### src/rtl/pri_sel.sv
// Registered fixed-priority selector: grants one requester, muxes its payload out and routes the response back.
// Define PRISEL_ROUND_ROBIN_EN to rotate priority after each grant instead of fixing port 0 highest.
module pri_sel #(
   parameter int  NumPorts = 4,
   parameter type T        = logic [0:0],
   parameter type O        = logic [0:0]
) (
   input  logic                clk,
   input  logic                rst,
   input  logic                enable,
   input  logic [NumPorts-1:0] inb,
   output logic                valid,
   input  T                    ins  [NumPorts],
   output T                    sel_i,
   input  O                    sel_o,
   output O                    outs [NumPorts]
);

   localparam int IdxW = $clog2(NumPorts);

   logic [IdxW-1:0] winner;
   logic            any;
   logic [IdxW-1:0] idx_q;
   logic            valid_q;

   assign any = |inb;

`ifdef PRISEL_ROUND_ROBIN_EN
   logic [IdxW-1:0] ptr_q;
   logic [IdxW-1:0] ptr_d;

   // Walk from the far end back to ptr_q so the last hit is the first in rotated order.
   always_comb begin
      int j;
      j = 0;
      winner = '0;
      for (int k = NumPorts - 1; k >= 0; k--) begin
         j = (int'(ptr_q) + k) % NumPorts;
         if (inb[j[IdxW-1:0]]) winner = j[IdxW-1:0];
      end
   end

   always_comb begin
      ptr_d = winner + IdxW'(1);
      if (winner == IdxW'(NumPorts - 1)) ptr_d = '0;
   end

   always_ff @(posedge clk or negedge rst) begin
      if (!rst) begin
         ptr_q <= '0;
      end else if (enable && any) begin
         ptr_q <= ptr_d;
      end
   end
`else
   always_comb begin
      winner = '0;
      for (int i = NumPorts - 1; i >= 0; i--) begin
         if (inb[i]) winner = IdxW'(i);
      end
   end
`endif

   always_ff @(posedge clk or negedge rst) begin
      if (!rst) begin
         idx_q   <= '0;
         valid_q <= 1'b0;
      end else if (enable) begin
         valid_q <= any;
         if (any) idx_q <= winner;
      end else begin
         valid_q <= 1'b0;
      end
   end

   assign valid = valid_q;

   always_comb begin
      sel_i = '0;
      if (valid_q) sel_i = ins[idx_q];
   end

   always_comb begin
      for (int i = 0; i < NumPorts; i++) begin
         outs[i] = '0;
         if (valid_q && idx_q == IdxW'(i)) outs[i] = sel_o;
      end
   end

endmodule

### config.mk
export PLATFORM = sky130hd
export DESIGN_NAME = pri_sel
export DESIGN_NICKNAME = d
export VERILOG_FILES = /design/src/rtl/pri_sel.sv
export SDC_FILE = /design/constraint.sdc
export NUM_CORES = 1
export LEC_CHECK = 0
export CORE_AREA = 2 2 39 41
export DETAILED_ROUTE_END_ITERATION = 6
export DIE_AREA = 0 0 41 43
export GPL_TIMING_DRIVEN = 1
export SKIP_CTS_REPAIR_TIMING = 1
export SLEW_MARGIN = 20
export SYNTH_ARGS = -nofsm -noshare
export SYNTH_HDL_FRONTEND = slang
export SYNTH_SLANG_ARGS = --single-unit
### constraint.sdc
create_clock -name clk -period 1.7 [get_ports clk]
set_input_delay 0.255 -clock clk [delete_from_list [all_inputs] [get_ports clk]]
set_output_delay 0.255 -clock clk [all_outputs]
set_load 0.005 [all_outputs]
==> results <==
[cell usage in the layout, fill, tap and decap left out, types with 2 or more instances in the layout]
cell             count
clkbuf_4             3
dfrtp_1              3
nand2_1              2
buf_4                3
o21a_1               2
dlymetal6s2s_1       4
clkdlybuf4s50_1     12
[path summary, 6_finish.rpt]
| kind | startpoint | to | slack, ns | cells after the start |
|---|---|---|---|---|
| min in group clk | idx_q[1] | idx_q[1] | 0.63 | 1 |
| hold / removal | rst | idx_q[0] | 0.20 | 1 |
| setup reg to reg | idx_q[0] | idx_q[0] | 0.56 | 4 |
| hold reg to reg | idx_q[1] | idx_q[1] | 0.63 | 1 |
| setup / recovery | idx_q[0] | sel_i | 0.09 | 3 |
| max in group asynchronous | rst | valid | 1.35 | 1 |
[report_power, final]
group	leakage, nW	internal [mW]	switching (mW)
Combinational	0.193	0.0676	0.0255
Sequential	0.0362	0.0785	0.00851
Clock	0.0150	0.0882	0.0409
Total	0.245	0.234	0.0749
[kinds of logic (layout without fill, tap and decap cells)]
group | count (synthesis) | after routing | share of synthesized area
flip-flops | 3 | 3 | 0.390
multiplexers | 1 | 1 | 0.117
AND/OR/NAND/NOR | 7 | 7 | 0.227
AO/OA/AOI/OAI | 6 | 6 | 0.266
buffers and inverters | 0 | 25 | 0
[state kept, by name, summed over array words and instances, names as in the netlist]
register,cells
idx_q,2
valid,1
[metal layers]
metal  vias to the layer above  GRT usage
li1                        121          -
met1                       103     0.0847
met2                        17      0.122
met3                         0     0.0628
met4                         0     0.0400
met5                         -          0
[area by class of cell]
| class | count | area (um2) | area share |
|---|---|---|---|
| Tap cell | 16 | 20.0 | 0.0440 |
| Multi-Input combinational cell | 14 | 125 | 0.275 |
| Timing Repair Buffer | 21 | 209 | 0.459 |
| Sequential cell | 3 | 75.1 | 0.165 |
| Clock buffer | 4 | 26.3 | 0.0577 |
[metrics by stage]
step / cells / worst slack [ns] / instance area (um2)
after floorplan: 17 / 0.368 / 193
after global placement: 51 / -0.246 / 390
after detailed placement: 51 / -0.253 / 390
after CTS: 55 / -0.253 / 417
after global routing: 58 / 0.0363 / 455
final: 58 / 0.0921 / 455
[worst max-delay path: cells and delay by family, from the launching register on]
family / cells / cell delay (ns)
DFF: 1 / 0.37
muxes: 1 / 0.50
buffers and inverters: 1 / 0.10
and+or+nand+nor: 1 / 0.14
==> flow_metrics.tcl <==
set metrics [dict create \
    status "finished clean" \
    synth_flop_cell "dfrtp_1" \
    p_leak_nw 0.245 \
    io_pins 18 \
    dp_hpwl_um 430 \
    cp_data_required_time_ns 1.44 \
    crit_chain "mux4_2, and2_4, clkbuf_2" \
    post-synth-top-count-cell "dfrtp_1" \
    cp_slowest_stage_delay_ns 0.50 \
    numCtsBuffers 3 \
    core_area_mm2 0.00138 \
    areaGrowthSynthToFinish_pct 136 \
    drtAntennaViolNets 0 \
    cts_root_buf "clkbuf_4" \
    crit_arrival_ns 1.35 \
    avgSynthCellArea_um2 11.3 \
    yosysUniqueCellTypes 12 \
    path_max_fanout 2 \
    synthArstFlopShare 1.00 \
    skew_ns 0 \
    synth_fp_nets 29 \
    clkTransAtPathRegs_ns 0.04 \
    dr.pass1.iters 2 \
    fp.dieH_um 43 \
    syn_area_um2 193 \
    ys_warn_count 0 \
    vias 241 \
    tightest_slew_ns 0.213 \
    nFillCells 156 \
    worstSkewPairLatency_ns 0.24 \
    cp_slowest_cell "mux4_2" \
    start_util 0.139 \
    grt_pass1_wl_um 945 \
    tns_ns 0 \
    hp-class "primary input to async pin" \
    post-route-min-period_ns 1.61 \
    clockBufferDepth 2 \
    wl_per_cell_um 10.3 \
    yosysTopAreaCellShare 0.390 \
    drc 0 \
    p_per_area_mw_per_mm2 679 \
    wl_met2_um 266 \
    critPathCaptureType "output port" \
    rsz0062_at_grt "false" \
    fmax_ghz 0.622 \
    fin_util 0.329 \
    grt_pass1_vias 242 \
    rows 14 \
    slew_viol_final 0 \
    ctsHtreeMaxLevel 1 \
    relSlewSlack 0.858 \
    syn_inst 17 \
    vias_per_cell 4.16 \
    setup_viol 0 \
    cts.sinks 3 \
    top_layer_used "met3" \
    antenna_found_initial 0 \
    ys_seq_area_frac 0.390 \
    cts_tree "done" \
    crit_type "flop to output port" \
    hold_violations 0 \
    startpoint_type "flop" \
    wl_um 597 \
    drive_gt1_frac 0.310 \
    dieArea_mm2 0.00176 \
    hold_ws_ns 0.203 \
    timing.final.crit_share 0.946 \
    wl_met3_um 91 \
    portBuffers 17 \
    grt-ovfl-total 0 \
    yosys_register_bits 3 \
    antenna_cells 0 \
    vdd_drop_max_mv 0.472 \
    die_x_um 41 \
    maxCapViolCount 0 \
    synthTopCellsByArea "dfrtp_1 (39%), mux4_2 (12%), nor3b_1 (7.8%)" \
    drt_first_iter_violations 2 \
    yosys-top-cells-count "dfrtp_1 (3), nand2_1 (2), nor3b_1 (2), o21a_1 (2)" \
    gp_congestion 0.613 \
    synth_edf_count 0 \
    m1WireLength_um 239 \
    grtUsageTotal 0.0837 \
    fin_nets 55 \
    yosys.area.top_type "dfrtp_1" \
    grt_max_degree 7 \
    power_uw 309 \
]
(Power assumes the default switching activity.)
